--- config.mk ---
export PLATFORM = sky130hd
export DESIGN_NAME = prefetch_queue
export DESIGN_NICKNAME = d
export VERILOG_FILES = /design/src/rtl/prefetch_pkg.sv /design/src/rtl/prefetch_queue_byte_fifo.sv /design/src/rtl/prefetch_queue.sv
export SDC_FILE = /design/constraint.sdc
export NUM_CORES = 1
export LEC_CHECK = 0
export BUFFER_PORTS_ARGS = -buffer_cell sky130_fd_sc_hd__buf_2
export CELL_PAD_IN_SITES_DETAIL_PLACEMENT = 0
export CELL_PAD_IN_SITES_GLOBAL_PLACEMENT = 1
export CORE_MARGIN = 10
export CORE_UTILIZATION = 50
export CTS_CLUSTER_DIAMETER = 150
export DETAILED_ROUTE_END_ITERATION = 12
export PLACE_DENSITY = 0.85
export SETUP_SLACK_MARGIN = 0.4
export SLEW_MARGIN = 30
export SYNTH_ARGS = -nofsm -noshare
export SYNTH_HDL_FRONTEND = slang
export SYNTH_SLANG_ARGS = --single-unit
--- constraint.sdc ---
create_clock -name clk -period 6.4 [get_ports clk]
set_input_delay 0.64 -clock clk [delete_from_list [all_inputs] [get_ports clk]]
set_output_delay 0.64 -clock clk [all_outputs]
set_load 0.005 [all_outputs]
--- src/rtl/prefetch_pkg.sv ---
// Shared types and sizing helpers for the instruction prefetch queue.
package prefetch_pkg;

  typedef enum logic [1:0] {
    IDLE     = 2'd0,
    BUS_WAIT = 2'd1,
    DISCARD  = 2'd2
  } state_e;

  localparam int DEPTH_DEFAULT  = 6;
  localparam int ADDR_W_DEFAULT = 16;

  function automatic int cnt_w(input int depth);
    return $clog2(depth + 1);
  endfunction

endpackage

--- src/rtl/prefetch_queue_byte_fifo.sv ---
// Circular byte buffer with push/pop/clear; clear has priority over push and pop.
module byte_fifo
  import prefetch_pkg::*;
#(
  parameter int DEPTH = DEPTH_DEFAULT,
  parameter int CNT_W = cnt_w(DEPTH)
) (
  input  logic             clk,
  input  logic             reset_n,
  input  logic             clear,
  input  logic             push,
  input  logic [7:0]       wdata,
  input  logic             pop,
  output logic [7:0]       rdata,
  output logic [CNT_W-1:0] count
);

  localparam int IDX_W = (DEPTH > 1) ? $clog2(DEPTH) : 1;

  logic [7:0]       mem_q [DEPTH];
  logic [IDX_W-1:0] rd_q, rd_d;
  logic [IDX_W-1:0] wr_q, wr_d;
  logic [CNT_W-1:0] cnt_q, cnt_d;

  function automatic logic [IDX_W-1:0] idx_inc(input logic [IDX_W-1:0] idx);
    return (idx == IDX_W'(DEPTH - 1)) ? '0 : idx + IDX_W'(1);
  endfunction

  always_comb begin
    rd_d  = rd_q;
    wr_d  = wr_q;
    cnt_d = cnt_q;
    if (clear) begin
      rd_d  = '0;
      wr_d  = '0;
      cnt_d = '0;
    end else begin
      if (push) wr_d = idx_inc(wr_q);
      if (pop)  rd_d = idx_inc(rd_q);
      case ({push, pop})
        2'b10:   cnt_d = cnt_q + CNT_W'(1);
        2'b01:   cnt_d = cnt_q - CNT_W'(1);
        default: cnt_d = cnt_q;
      endcase
    end
  end

  always_ff @(posedge clk or negedge reset_n) begin
    if (!reset_n) begin
      rd_q  <= '0;
      wr_q  <= '0;
      cnt_q <= '0;
    end else begin
      rd_q  <= rd_d;
      wr_q  <= wr_d;
      cnt_q <= cnt_d;
    end
  end

  always_ff @(posedge clk or negedge reset_n) begin
    if (!reset_n) begin
      for (int i = 0; i < DEPTH; i++) mem_q[i] <= '0;
    end else if (push && !clear) begin
      mem_q[wr_q] <= wdata;
    end
  end

  assign rdata = mem_q[rd_q];
  assign count = cnt_q;

endmodule

--- src/rtl/prefetch_queue.sv ---
// Instruction prefetch queue: runs a fetch pointer ahead of the execution IP
// and buffers returned bytes for the decoder.
//   state    | meaning
//   IDLE     | no request outstanding; issue one if a slot is free
//   BUS_WAIT | request outstanding, returned byte will be queued
//   DISCARD  | request outstanding across a flush, returned byte is dropped
module prefetch_queue
  import prefetch_pkg::*;
#(
  parameter int DEPTH  = DEPTH_DEFAULT,
  parameter int ADDR_W = ADDR_W_DEFAULT
) (
  input  logic              clk,
  input  logic              reset_n,
  input  logic              flush,
  input  logic [ADDR_W-1:0] flush_addr,
  output logic              mem_req,
  output logic [ADDR_W-1:0] mem_addr,
  input  logic              mem_ack,
  input  logic [7:0]        mem_rdata,
  output logic              q_valid,
  output logic [7:0]        q_byte,
  output logic [ADDR_W-1:0] q_ip,
  input  logic              q_pop,
  output logic [3:0]        q_count
);

  localparam int CNT_W = cnt_w(DEPTH);

  state_e            state_q, state_d;
  logic              req_q, req_d;
  logic [ADDR_W-1:0] addr_q, addr_d;
  logic [ADDR_W-1:0] fetch_q, fetch_d;
  logic [ADDR_W-1:0] ip_q, ip_d;
  logic [CNT_W-1:0]  fifo_count;
  logic              fifo_push, fifo_pop;

  always_comb begin
    state_d   = state_q;
    req_d     = req_q;
    addr_d    = addr_q;
    fetch_d   = fetch_q;
    ip_d      = ip_q;
    fifo_push = 1'b0;
    fifo_pop  = q_pop && q_valid && !flush;

    if (fifo_pop) ip_d = ip_q + ADDR_W'(1);

    case (state_q)
      IDLE: begin
        if (!flush && (fifo_count < CNT_W'(DEPTH))) begin
          req_d   = 1'b1;
          addr_d  = fetch_q;
          state_d = BUS_WAIT;
        end
      end
      BUS_WAIT: begin
        if (mem_ack) begin
          req_d   = 1'b0;
          state_d = IDLE;
          if (!flush) begin
            fifo_push = 1'b1;
            fetch_d   = fetch_q + ADDR_W'(1);
          end
        end else if (flush) begin
          state_d = DISCARD;
        end
      end
      DISCARD: begin
        if (mem_ack) begin
          req_d   = 1'b0;
          state_d = IDLE;
        end
      end
      default: begin
        req_d   = 1'b0;
        state_d = IDLE;
      end
    endcase

    // Flush overrides any pointer update from the same cycle.
    if (flush) begin
      fetch_d = flush_addr;
      ip_d    = flush_addr;
    end
  end

  always_ff @(posedge clk or negedge reset_n) begin
    if (!reset_n) begin
      state_q <= IDLE;
      req_q   <= 1'b0;
      addr_q  <= '0;
      fetch_q <= '0;
      ip_q    <= '0;
    end else begin
      state_q <= state_d;
      req_q   <= req_d;
      addr_q  <= addr_d;
      fetch_q <= fetch_d;
      ip_q    <= ip_d;
    end
  end

  byte_fifo #(
    .DEPTH(DEPTH),
    .CNT_W(CNT_W)
  ) u_fifo (
    .clk    (clk),
    .reset_n(reset_n),
    .clear  (flush),
    .push   (fifo_push),
    .wdata  (mem_rdata),
    .pop    (fifo_pop),
    .rdata  (q_byte),
    .count  (fifo_count)
  );

  assign mem_req  = req_q;
  assign mem_addr = addr_q;
  assign q_ip     = ip_q;
  assign q_valid  = (fifo_count != '0);
  assign q_count  = 4'(fifo_count);

endmodule
Yosys cells after proc, flatten, opt, wreduce, memory -nomap -nowiden --
Index checks and enable logic that the tools add are counted.
Cells by class: bitwise gates (word level) 2, add/sub/neg operators 6, equal/unequal tests 10, magnitude comparators 4, reductions and logical operators 18, multiplexer cells 30
Operators with widths (number):
- 16-bit two-way mux | 5
- 48-bit bitwise mux | 1
- 16-bit by 1-bit adder with 16-bit output (second input constant) | 2
- 8-bit binary-select mux with 3-bit select | 1
- 8-bit demux with 3-bit select | 1
- 8-bit two-way mux | 3
- 3-bit two-way mux | 7
- 3-bit by 1-bit adder with 3-bit output (second input constant) | 3
- 4-bit greater-or-equal comparator (second input constant) | 2
- 2-bit two-way mux | 4
- 3-bit NOT with 4-bit output | 2
- 2-bit nonzero test | 4
- 3-bit equality test (second input constant) | 2
- 2-bit one-hot mux with 3 select lines | 1
- 3-bit one-hot mux with 2 select lines | 1
- 2-bit AND reduction | 3
- 3-bit nonzero test | 2
- 1-bit logical AND | 5
- 1-bit two-way mux | 5
- 2-bit by 1-bit equality test with 1-bit output (second input constant) | 2
- 2-bit equality test (second input constant) | 2
- 4-bit by 1-bit < comparator with 1-bit output (second input constant) | 1
- 2-bit inequality test (second input constant) | 2
- 3-bit < comparator (second input constant) | 1
- 8 further kinds | 8
Word-level totals: bits in registers 108

Depth between registers and ports, before layout --
Gate-level depths: netlist of run 1.
depth after elaboration 6, gate-level depth with buffers 9

Modules after synthesis --
From an unflattened synthesis of run 1, not the netlist that was laid out.
Unflattened totals: cell total of the unflattened synthesis 439, area, all modules 5302.6 sq um
Modules (own cells, without submodules):
- byte_fifo | area each 2652.5 sq um, instances 1, cells an instance 194, seq. area each 1426.4 sq um
- prefetch_queue | area each 2650.0 sq um, instances 1, cells an instance 245, seq. area each 1276.2 sq um

Worst setup path before layout of run 1 --
Ideal clock, no wire load.
path kind input -> register, start point input port flush, end point register u_fifo.cnt_q[2], in the netlist u_fifo.count[2], arrival time 2402 ps, slack 3863 ps, data required time 6265 ps, library setup time 135 ps, cell stages on the path 8, cells stage by stage clkbuf_1 -> clkbuf_1 -> clkbuf_1 -> nor3_1 -> fa_1 -> nor3_1 -> o21ai_0 -> nor3b_1
On the way: cells in the longest elaborated chain, start to end 6
Ends and longest elaborated chain:
- start: declaration | line prefetch_queue.sv:15 | input logic flush,
- 1-bit two-way mux | line prefetch_queue.sv:61 | if (!flush) begin
- 1-bit two-way mux | line prefetch_queue.sv:58 | if (mem_ack) begin
- 1-bit two-way mux | line prefetch_queue.sv:49 | case (state_q)
- 2-bit by 1-bit equality test with 1-bit output / 2-bit equality test (equally long branches) | line prefetch_queue_byte_fifo.sv:40 | case ({push, pop})
- 3-bit one-hot mux with 2 select lines | line prefetch_queue_byte_fifo.sv:40
- 3-bit two-way mux | line prefetch_queue_byte_fifo.sv:33 | if (clear) begin
- end signal: assignment | line prefetch_queue_byte_fifo.sv:56 | cnt_q <= cnt_d;
- end: declaration | line prefetch_queue_byte_fifo.sv:23 | logic [CNT_W-1:0] cnt_q, cnt_d;
Parallel ways exist; a longest one is shown, timed or not. A chain may end at the register's enable or synchronous reset.

Worst setup path after layout of run 1 --
start point register u_fifo.rd_q[0], end point output port q_byte[0]
On the way: cells in the longest elaborated chain, start to end 4
Ends and longest elaborated chain:
- start: declaration | line prefetch_queue_byte_fifo.sv:21 | logic [IDX_W-1:0] rd_q, rd_d;
- start signal: assignment | line prefetch_queue_byte_fifo.sv:54 | rd_q <= rd_d;
- 3-bit NOT with 4-bit output (not written as such) | line prefetch_queue_byte_fifo.sv:68 | assign rdata = mem_q[rd_q];
- 8-bit binary-select mux with 3-bit select | line prefetch_queue_byte_fifo.sv:68
- 8-bit two-way mux (not written as such) (2 in a row) | line prefetch_queue_byte_fifo.sv:68
- end: declaration | line prefetch_queue.sv:22 | output logic [7:0] q_byte,
Every way passes these cells. The select of a mux whose other input is x is not followed.

==> impl_metrics.yaml, run 1 <==
status:
  run_status: "finished clean"
logic_synthesis:
  post_synth.cell_area_avg_um2: 12.5
  synth_top_cell_area_share: 0.516
  postSynthNetCount: 455
  synthDistinctLibCells: 46
  yosysWarnings: 0
  synth_top_area_cell: "sky130_fd_sc_hd__dfrtp_1"
  synth_area_mm2: 0.00524
  seq_cells_post_synth: 108
  post_synth_main_area_contributors: "sky130_fd_sc_hd__dfrtp_1, sky130_fd_sc_hd__mux2_2, sky130_fd_sc_hd__mux4_2"
  gate_count_of_the_mapped_netlist: 420
  synth_sequential_area_ratio: 0.516
power:
  power_internal_mw: 1.43
  switchingPower_mw: 0.682
  pwr-share-comb: 0.314
  p_total_mw: 2.11
  clock_power_share: 0.216
  vdd_ir_drop_max_v: 0.000173
  p_leak_nw: 2.69
  cellPowerDensity_mw_per_mm2: 356
  power_switching_share: 0.322
  power_frac_seq: 0.471
cells_and_area:
  final_nets: 524
  antenna-diode-count: 0
  post_route_cells_drive_above_1_share: 0.383
  filler_cell_count: 884
  synth_to_final_area_change_pct: 13.3
  instances_no_fill: 629
die:
  design.die.area_mm2: 0.0150
  fp_rows: 37
  die_w_um: 122
  io-pin-count: 75
  core_mm2: 0.0103
  initial_core_util: 0.510
  die_y_um: 122
cts:
  cts_max_path_buffers: 2
  htree_num_levels: 3
  cts_buffers: 9
  numClockSinks: 108
  cts_tree: "yes"
  postCtsSetupBuffers: 0
  cts_repair_resize_count: 0
  cts-hold-fix-buffers: 0
  clock_latency_ns: 0.37
  clock_tree.root_cell: "sky130_fd_sc_hd__clkbuf_8"
  clk_transition_reported_paths_ns: 0.11
sta:
  fin_crit_ns: 2.67
  finalMaxSlewViolations: 0
  hold_viol_final: 0
  tightest_slew_ns: 0.806
  layout_setup_ws_ns: 3.73
  final.setup.tns_ns: 0
  grt_setup_unrepaired: "false"
  report.final.setup_viol: 0
  slew-limit-headroom: 0.461
  maximum_clock_skew_at_final_layout_ns: 0.0113
  holdWs_ns: 0.180
  final_min_period_over_clock_period: 0.418
  fmax_ghz: 0.374
setup_path:
  worst_setup_path_start_kind: "register"
  critical_path_peak_fanout: 19
  criticalPathCategory: "register to primary output"
  critical_path_arrival_ns: 2.03
  critPathCaptureType: "primary output"
  worstPathRequired_ns: 5.76
  r2r.worst_path.cells: 6
detailed_routing:
  route.vias.total: 3478
  viasPerCell: 5.53
  first_iter_violations: 153
  final_antenna_net_count: 0
  average_routed_wire_per_standard_cell_um: 17.9
  routed_wl_um: 11200
  drt_first_pass_iters: 4
  post-route-drc-count: 0
place:
  place_ws_ns: 3.54
  place_inst: 614
  io_buffer_count: 73
  dp_hpwl_um: 8100
  routabilityCongestion: 0.820
grt:
  antenna_found_initial: 0
  globalRoute.totalOverflow: 0
  pin_count_of_the_biggest_net_entering_global_routing: 80
  global_route_wire_length_before_repair_um: 18500
  globalRouteTotalUtil: 0.154
  grt_pass1_vias: 3650
run:
  max_cap_violations: 0
hold_path:
  kind_of_path_behind_the_tightest_hold_check: "input pin to asynchronous set/reset pin"
## metal layers
metal  part of all wire  wire (µm)  GRT usage  vias to the layer above
met2               0.48       5430      0.252                       64
met5                  0          0          0                        -
met3              0.049        553     0.0441                       11
met4              0.012        138     0.0353                        0
met1               0.45       5110      0.198                     1751
li1                   -          -          -                     1652
## logic make-up after synthesis
logic type / Yosys count / synth area share
flip-flops: 108 / 0.516
AND/OR/NAND/NOR: 106 / 0.112
multiplexers: 103 / 0.236
AO/OA/AOI/OAI: 38 / 0.0518
buffers and inverters: 33 / 0.0253
XOR/XNOR: 25 / 0.0418
adder cells (fa/ha/maj): 6 / 0.0158
other: 1 / 0.000716
## power groups by stage
stage	Sequential (mW)	Clock, mW	Combinational (mW)
2_1_floorplan	0.962	0	0.464
3_3_place_gp	1.00	0	0.658
3_5_place_dp	1.01	0	0.671
4_1_cts	0.997	0.466	0.676
5_1_grt	1.02	0.496	0.744
6_report	0.995	0.456	0.663
## cell usage after synthesis (all sizes together)
cell type / n
mux2i: 10
xnor2: 16
fa: 1
o31ai: 2
buf: 6
inv: 16
nor2: 10
a211oi: 1
nand3: 10
nor3: 17
o21a: 3
nor4: 6
o21ai: 4
or3: 2
clkbuf: 10
xor2: 9
conb: 1
mux2: 85
nand2b: 4
o31a: 5
nand3b: 1
and3: 5
and2: 2
clkinv: 1
nand4b: 1
and4: 5
and4b: 1
o311a: 1
ha: 5
nand4: 11
nor3b: 2
dfrtp: 108
mux4: 8
a21oi: 9
a31oi: 3
nand2: 26
o22ai: 8
a31o: 1
o311ai: 1
nor2b: 3
## placed cells by master (no fill, tap or decap), types with 4 or more instances in the layout
cell	count
sky130_fd_sc_hd__nand3_1	10
sky130_fd_sc_hd__xor2_1	9
sky130_fd_sc_hd__dfrtp_1	107
sky130_fd_sc_hd__ha_1	5
sky130_fd_sc_hd__mux2_2	85
sky130_fd_sc_hd__xnor2_1	16
sky130_fd_sc_hd__nand2_1	26
sky130_fd_sc_hd__nor4_1	5
sky130_fd_sc_hd__buf_2	72
sky130_fd_sc_hd__and4_1	5
sky130_fd_sc_hd__mux4_2	8
sky130_fd_sc_hd__o22ai_1	8
sky130_fd_sc_hd__inv_1	16
sky130_fd_sc_hd__and3_1	5
sky130_fd_sc_hd__nor2_1	10
sky130_fd_sc_hd__nor3_1	17
sky130_fd_sc_hd__o21ai_0	4
sky130_fd_sc_hd__o31a_1	5
sky130_fd_sc_hd__nand2b_1	4
sky130_fd_sc_hd__mux2i_1	10
sky130_fd_sc_hd__nand4_1	10
sky130_fd_sc_hd__a21oi_1	9
sky130_fd_sc_hd__clkbuf_8	9
## stage by stage
stage / util / cell area (µm²)
after floorplan: - / 5240
after global routing: 0.577 / 5930
after detailed placement: 0.556 / 5720
after global placement: 0.556 / 5710
final: 0.577 / 5930
after CTS: 0.577 / 5930
## worst paths after layout
kind,start,endpoint,slack (ns)
setup / recovery,u_fifo.rd_q[0],q_byte[0],3.73
hold / removal,reset_n,mem_addr[1],0.18
setup reg to reg,state_q[1],u_fifo.mem_q[2],3.74
hold reg to reg,mem_addr[9],mem_addr[9],0.49
max in group asynchronous,reset_n,u_fifo.rd_q[0],5.17
min in group clk,mem_addr[9],mem_addr[9],0.49
## worst max-delay path, stage by stage, from the launching register on
cell                      delay (ns)
sky130_fd_sc_hd__dfrtp_2        0.76
sky130_fd_sc_hd__mux4_2         0.59
sky130_fd_sc_hd__inv_1          0.07
sky130_fd_sc_hd__o22ai_1        0.07
sky130_fd_sc_hd__buf_2          0.15
## cell type report
cell class / instances / area [µm²] / share of cell area
sequential: 108 / 2700 / 0.456
clock buffer: 10 / 128 / 0.0215
timing repair buffer: 74 / 379 / 0.0639
tap: 136 / 170 / 0.0287
multi-input combinational: 279 / 2400 / 0.405
clock inverter: 5 / 85.1 / 0.0143
inverter: 17 / 65.1 / 0.0110
## flip-flops by register name, summed over array words and instances, names as in the netlist
signal and cells:
fetch_q 16, mem_addr 16, mem_req 1, q_ip 16, state_q 2, u_fifo.count 3, u_fifo.mem_q 48, u_fifo.rd_q 3
u_fifo.wr_q 3
No activity file was read; power rests on OpenSTA's default activity.
==> run 2: changes to the inputs <==
ABC_AREA = 1   (was default)
CORE_UTILIZATION = 39   (was 50)
PLACE_DENSITY = 0.77   (was 0.85)
clock period = 2.2 ns   (was 6.4 ns; I/O delays follow)
==> run 2 against run 1 <==
Clock power grew to 3.6 times the previous value. Total power rose to 3.5 times the previous value. Synthesized area is 4.4% higher. Critical endpoint is now q_byte[4]. Largest power group unchanged. Highest routed layer unchanged.
==> impl_metrics.yaml, run 2 <==
status:
  run_status: "finished clean"
hold_path:
  kind_of_path_behind_the_tightest_hold_check: "input pin to register"
detailed_routing:
  routed_wl_um: 16100
  viasPerCell: 5.16
  final_antenna_net_count: 0
  post-route-drc-count: 0
  first_iter_violations: 386
  average_routed_wire_per_standard_cell_um: 16.8
  route.vias.total: 4961
  drt_first_pass_iters: 4
place:
  place_inst: 922
  routabilityCongestion: 0.832
  io_buffer_count: 73
  dp_hpwl_um: 11100
cts:
  clock_tree.root_cell: "sky130_fd_sc_hd__clkbuf_16"
  htree_num_levels: 3
  numClockSinks: 108
  clock_latency_ns: 0.36
  clk_transition_reported_paths_ns: 0.07
  cts_tree: "yes"
  cts_max_path_buffers: 2
  cts_buffers: 9
grt:
  global_route_wire_length_before_repair_um: 26100
  grt_pass1_vias: 4934
  globalRouteTotalUtil: 0.164
  globalRoute.totalOverflow: 0
  pin_count_of_the_biggest_net_entering_global_routing: 51
  antenna_found_initial: 0
cells_and_area:
  synth_to_final_area_change_pct: 24.6
  mostFrequentLayoutCell: "sky130_fd_sc_hd__nand2_1"
  antenna-diode-count: 0
  instances_no_fill: 961
  final_nets: 811
  filler_cell_count: 1303
  regMostFlops: "u_fifo.mem_q"
  post_route_cells_drive_above_1_share: 0.247
  largest_register_ffs: 48
  final_cell_mix: "sky130_fd_sc_hd__nand2_1, sky130_fd_sc_hd__dfrtp_1, sky130_fd_sc_hd__o21ai_0, sky130_fd_sc_hd__buf_2, sky130_fd_sc_hd__inv_1"
power:
  cellPowerDensity_mw_per_mm2: 1070
  p_total_mw: 7.32
  vdd_ir_drop_max_v: 0.000448
  p_leak_nw: 3.32
logic_synthesis:
  gate_count_of_the_mapped_netlist: 673
  synth_sequential_area_ratio: 0.494
  seq_cells_post_synth: 108
  synth_top_area_cell: "sky130_fd_sc_hd__dfrtp_1"
  synthMostInstantiatedCell: "sky130_fd_sc_hd__nand2_1"
  post_synth_main_area_contributors: "sky130_fd_sc_hd__dfrtp_1, sky130_fd_sc_hd__nand2_1, sky130_fd_sc_hd__o21ai_0"
  postSynthNetCount: 708
  post_synth.cell_area_avg_um2: 8.13
  yosysWarnings: 0
  synth_top_cells_by_count: "sky130_fd_sc_hd__nand2_1, sky130_fd_sc_hd__dfrtp_1, sky130_fd_sc_hd__o21ai_0"
  yosys_most_used_dff: "sky130_fd_sc_hd__dfrtp_1"
  synth_area_mm2: 0.00547
  synth_top_cell_area_share: 0.494
  synthDistinctLibCells: 37
  synth_async_sr_flop_share: 1.00
  synth_enable_flop_cells: 0
setup_path:
  worst_setup_path_start_kind: "register"
  criticalPathCategory: "register to primary output"
  critical_path_peak_fanout: 5
  critical_path_arrival_ns: 1.69
  worstPathRequired_ns: 1.98
  critPathCaptureType: "primary output"
sta:
  finalMaxSlewViolations: 0
  final.setup.tns_ns: 0
  hold_viol_final: 0
  final_min_period_over_clock_period: 0.867
  fmax_ghz: 0.524
  holdWs_ns: 0.125
  report.final.setup_viol: 0
  tightest_slew_ns: 0.667
  fin_crit_ns: 1.91
  slew-limit-headroom: 0.555
  maximum_clock_skew_at_final_layout_ns: 0.00945
  grt_setup_unrepaired: "true"
die:
  initial_core_util: 0.396
  die_w_um: 138
  fp_rows: 43
  design.die.area_mm2: 0.0192
  core_mm2: 0.0138
  die_y_um: 138
  io-pin-count: 75
run:
  max_cap_violations: 0
## run 2: cell types whose count changed after synthesis, moves of 10 or more
| cell | before | now |
|---|---|---|
| sky130_fd_sc_hd__mux2i_1 | 10 | 0 |
| sky130_fd_sc_hd__o21ai_2 | 0 | 20 |
| sky130_fd_sc_hd__nor2_1 | 10 | 62 |
| sky130_fd_sc_hd__mux2_2 | 85 | 2 |
| sky130_fd_sc_hd__nor3_1 | 17 | 5 |
| sky130_fd_sc_hd__xnor2_1 | 16 | 2 |
| sky130_fd_sc_hd__inv_1 | 16 | 62 |
| sky130_fd_sc_hd__nand3_1 | 10 | 37 |
| sky130_fd_sc_hd__nand2_1 | 26 | 189 |
| sky130_fd_sc_hd__o21ai_0 | 4 | 80 |
## run 2: power by group
part           internal, mW  leakage [nW]  total (mW)  switching (mW)
sequential             2.47          1.39        2.91           0.435
clock                 0.885         0.139        1.65           0.764
combinational          1.22          1.79        2.76            1.55
## run 2: worst max-delay path, stage by stage, from the launching register on
cell and delay, ns:
sky130_fd_sc_hd__dfrtp_2 0.43, sky130_fd_sc_hd__clkinv_4 0.10, sky130_fd_sc_hd__nand2_4 0.10, sky130_fd_sc_hd__clkinv_4 0.08, sky130_fd_sc_hd__a22oi_2 0.21, sky130_fd_sc_hd__o31ai_4 0.12
sky130_fd_sc_hd__nand2_1 0.08, sky130_fd_sc_hd__o21ai_1 0.07, sky130_fd_sc_hd__buf_2 0.13
## run 2: cells by family (layout without fill, tap and decap cells)
group           count (synthesis)  count (layout)  synth area share
simple gates                  311             313             0.242
compound gates                146             146             0.161
flops                         108             108             0.494
buf+inv                        91             197            0.0702
xor+xnor                        8               8            0.0128
fa+ha+maj                       6               6            0.0151
mux                             2               2           0.00412
other cells                     1               1          0.000686
## run 2: area by class of cell
class | instances | area [µm²] | area share
Multi-Input combinational cell | 476 | 2550 | 0.375
Timing Repair inverter | 1 | 5.00 | 0.000734
Timing Repair Buffer | 112 | 756 | 0.111
Clock buffer | 10 | 229 | 0.0336
Tap cell | 180 | 225 | 0.0331
Inverter | 68 | 275 | 0.0404
Clock inverter | 6 | 63.8 | 0.00936
Sequential cell | 108 | 2710 | 0.397
## run 2: path summary, 6_finish.rpt
path	from	to	slack [ns]	depth (start not counted)
setup / recovery	u_fifo.rd_q[0]	q_byte[4]	0.29	8
hold / removal	flush_addr[14]	q_ip[14]	0.12	3
setup reg to reg	state_q[1]	u_fifo.count[2]	0.38	13
hold reg to reg	mem_addr[13]	mem_addr[13]	0.48	2
max in group asynchronous	reset_n	u_fifo.count[2]	1.14	3
min in group asynchronous	reset_n	fetch_q[5]	0.44	2
## run 2: per-stage QoR
| stage | worst slack [ns] | cell area, µm² | util |
|---|---|---|---|
| global route | 0.206 | 6810 | 0.493 |
| finish | 0.292 | 6810 | 0.493 |
| floorplan | 0.331 | 5500 | - |
| CTS | 0.319 | 6650 | 0.481 |
| global placement | 0.359 | 6130 | 0.443 |
| detailed placement | 0.276 | 6130 | 0.443 |
## run 2: timing repair
| item | CTS | global route |
|---|---|---|
| resized for setup | 28 | 27 |
| endpoints found under the hold margin | 48 | 0 |
| hold buffers | 1 | 0 |
| setup buffers | 11 | 7 |
| pin swaps | 9 | 8 |
| gates cloned | 1 | 3 |
| setup endpoints to repair | 18 | 50 |
## run 2: layer usage
| layer | vias up | track usage | share of wire |
|---|---|---|---|
| met5 | - | 0 | 0 |
| met4 | 0 | 0.0566 | 0.020 |
| met3 | 24 | 0.0315 | 0.045 |
| met2 | 123 | 0.289 | 0.51 |
| met1 | 2396 | 0.195 | 0.42 |
| li1 | 2418 | - | - |
==> run 3: changes to the inputs <==
CELL_PAD_IN_SITES_DETAIL_PLACEMENT = default   (was 0)
CELL_PAD_IN_SITES_GLOBAL_PLACEMENT = default   (was 1)
CORE_UTILIZATION = 50   (was 39)
MAX_ROUTING_LAYER = met4   (was default)
PLACE_DENSITY = 0.74   (was 0.77)
==> run 3 against run 2 <==
Via count grew 1.3%. Critical path depth is 1 lower. Setup slack lost 0.011 ns. Highest routed layer unchanged.
==> impl_metrics.yaml, run 3 (synthesis gave the netlist of run 2 again) <==
power:
  pwr-share-comb: 0.401
  vdd_ir_drop_max_v: 0.000558
  p_leak_nw: 3.25
  p_total_mw: 6.84
  power_internal_mw: 4.15
  cellPowerDensity_mw_per_mm2: 1030
  power_frac_seq: 0.422
  power_switching_share: 0.393
  clock_power_share: 0.177
  switchingPower_mw: 2.68
cts:
  clock_tree.root_cell: "sky130_fd_sc_hd__clkbuf_8"
  clock_latency_ns: 0.39
  cts_buffers: 9
  cts_max_path_buffers: 2
  cts_tree: "yes"
  numClockSinks: 108
  htree_num_levels: 3
  clk_transition_reported_paths_ns: 0.11
place:
  io_buffer_count: 73
  place_inst: 880
  routabilityCongestion: 0.980
  place_ws_ns: 0.299
  dp_hpwl_um: 10400
  place_area_mm2: 0.00605
sta:
  report.final.setup_viol: 0
  holdWs_ns: 0.0810
  final.setup.tns_ns: 0
  fmax_ghz: 0.521
  hold_viol_final: 0
  finalMaxSlewViolations: 0
  slew-limit-headroom: 0.660
  layout_setup_ws_ns: 0.282
  final_min_period_over_clock_period: 0.872
  grt_setup_unrepaired: "true"
  fin_crit_ns: 1.92
  maximum_clock_skew_at_final_layout_ns: 0.0180
  tightest_slew_ns: 0.506
cells_and_area:
  instances_no_fill: 916
  post_route_cells_drive_above_1_share: 0.237
  synth_to_final_area_change_pct: 21.0
  mostFrequentLayoutCell: "sky130_fd_sc_hd__nand2_1"
  final_nets: 806
  antenna-diode-count: 0
  stdcell_area_mm2: 0.00662
  utilization: 0.613
  filler_cell_count: 923
  final_cell_mix: "sky130_fd_sc_hd__nand2_1, sky130_fd_sc_hd__dfrtp_1, sky130_fd_sc_hd__o21ai_0, sky130_fd_sc_hd__buf_2, sky130_fd_sc_hd__inv_1"
  regMostFlops: "u_fifo.mem_q"
  largest_register_ffs: 48
grt:
  pin_count_of_the_biggest_net_entering_global_routing: 44
  globalRouteTotalUtil: 0.193
  global_route_wire_length_before_repair_um: 24400
  grt_pass1_vias: 4914
  globalRoute.totalOverflow: 0
  antenna_found_initial: 0
setup_path:
  critPathCaptureType: "primary output"
  critical_path_peak_fanout: 9
  cp_slowest_cell: "sky130_fd_sc_hd__dfrtp_2"
  critical_path_arrival_ns: 1.70
  criticalPathCategory: "register to primary output"
  r2r.worst_path.cells: 13
  worst_setup_path_start_kind: "register"
  timing.critical_path.cells: "nand2_2, clkinv_4, a22oi_2, o31ai_4, nand2_1, o21ai_0, buf_2"
  worstPathRequired_ns: 1.98
  critical-path-max-stage-delay_ns: 0.48
die:
  fp_rows: 38
  initial_core_util: 0.507
  die_w_um: 125
  design.die.area_mm2: 0.0155
  core_mm2: 0.0108
  die_y_um: 125
  io-pin-count: 75
detailed_routing:
  route.vias.total: 5026
  viasPerCell: 5.49
  first_iter_violations: 451
  final_antenna_net_count: 0
  average_routed_wire_per_standard_cell_um: 16.6
  drt_first_pass_iters: 5
  routed_wl_um: 15200
  post-route-drc-count: 0
hold_path:
  kind_of_path_behind_the_tightest_hold_check: "input pin to register"
  whs_path_cells: 3
status:
  run_status: "finished clean"
run:
  max_cap_violations: 0
run 3: path summary, 6_finish.rpt:
| path | start | to | slack (ns) |
|---|---|---|---|
| worst max-delay path | u_fifo.rd_q[1] | q_byte[0] | 0.28 |
| worst min-delay path | flush_addr[14] | q_ip[14] | 0.08 |
| worst max register to register | state_q[1] | u_fifo.count[2] | 0.37 |
| worst min register to register | mem_addr[6] | mem_addr[6] | 0.49 |
| max in group asynchronous | reset_n | mem_addr[9] | 1.26 |
| min in group asynchronous | reset_n | fetch_q[1] | 0.29 |
run 3: cell type report:
cell class,instances,area [µm²],area share
clock inverters,5,47.5,0.00718
multi-input cells,476,2540,0.384
flip-flops and latches,108,2710,0.409
clock buffers,11,151,0.0229
repair inverters,1,8.76,0.00132
well taps,140,175,0.0265
inverters,68,275,0.0416
repair buffers,107,716,0.108
run 3: critical path: cells and delay by family, from the launching register on:
family | cells | cell delay, ns
flops | 1 | 0.48
compound gates | 3 | 0.40
buf+inv | 2 | 0.24
simple gates | 2 | 0.18
run 3: metal layers:
layer,up-vias,part of all wire,global-route usage
li1,2405,-,-
met1,2418,0.42,0.234
met2,184,0.50,0.318
met3,19,0.060,0.0383
met4,0,0.017,0.0610
met5,-,0,-
run 3: power by group through the flow:
| stage | Clock (mW) | Sequential, mW | Combinational, mW |
|---|---|---|---|
| 2_1_floorplan | 0 | 2.85 | 1.45 |
| 5_1_grt | 1.30 | 2.95 | 3.06 |
| 3_5_place_dp | 0 | 2.91 | 2.34 |
| 6_report | 1.21 | 2.89 | 2.74 |
| 4_1_cts | 1.23 | 2.87 | 2.69 |
| 3_3_place_gp | 0 | 2.88 | 2.25 |
run 3: repair_timing:
item                                    in CTS  in global routing
gates cloned                                 2                  2
endpoints found under the setup margin      17                 41
endpoints found under the hold margin       28                  0
resized for setup                           40                  8
pin swaps                                   11                  1
setup buffers                               13                  2
hold buffers                                 1                  0
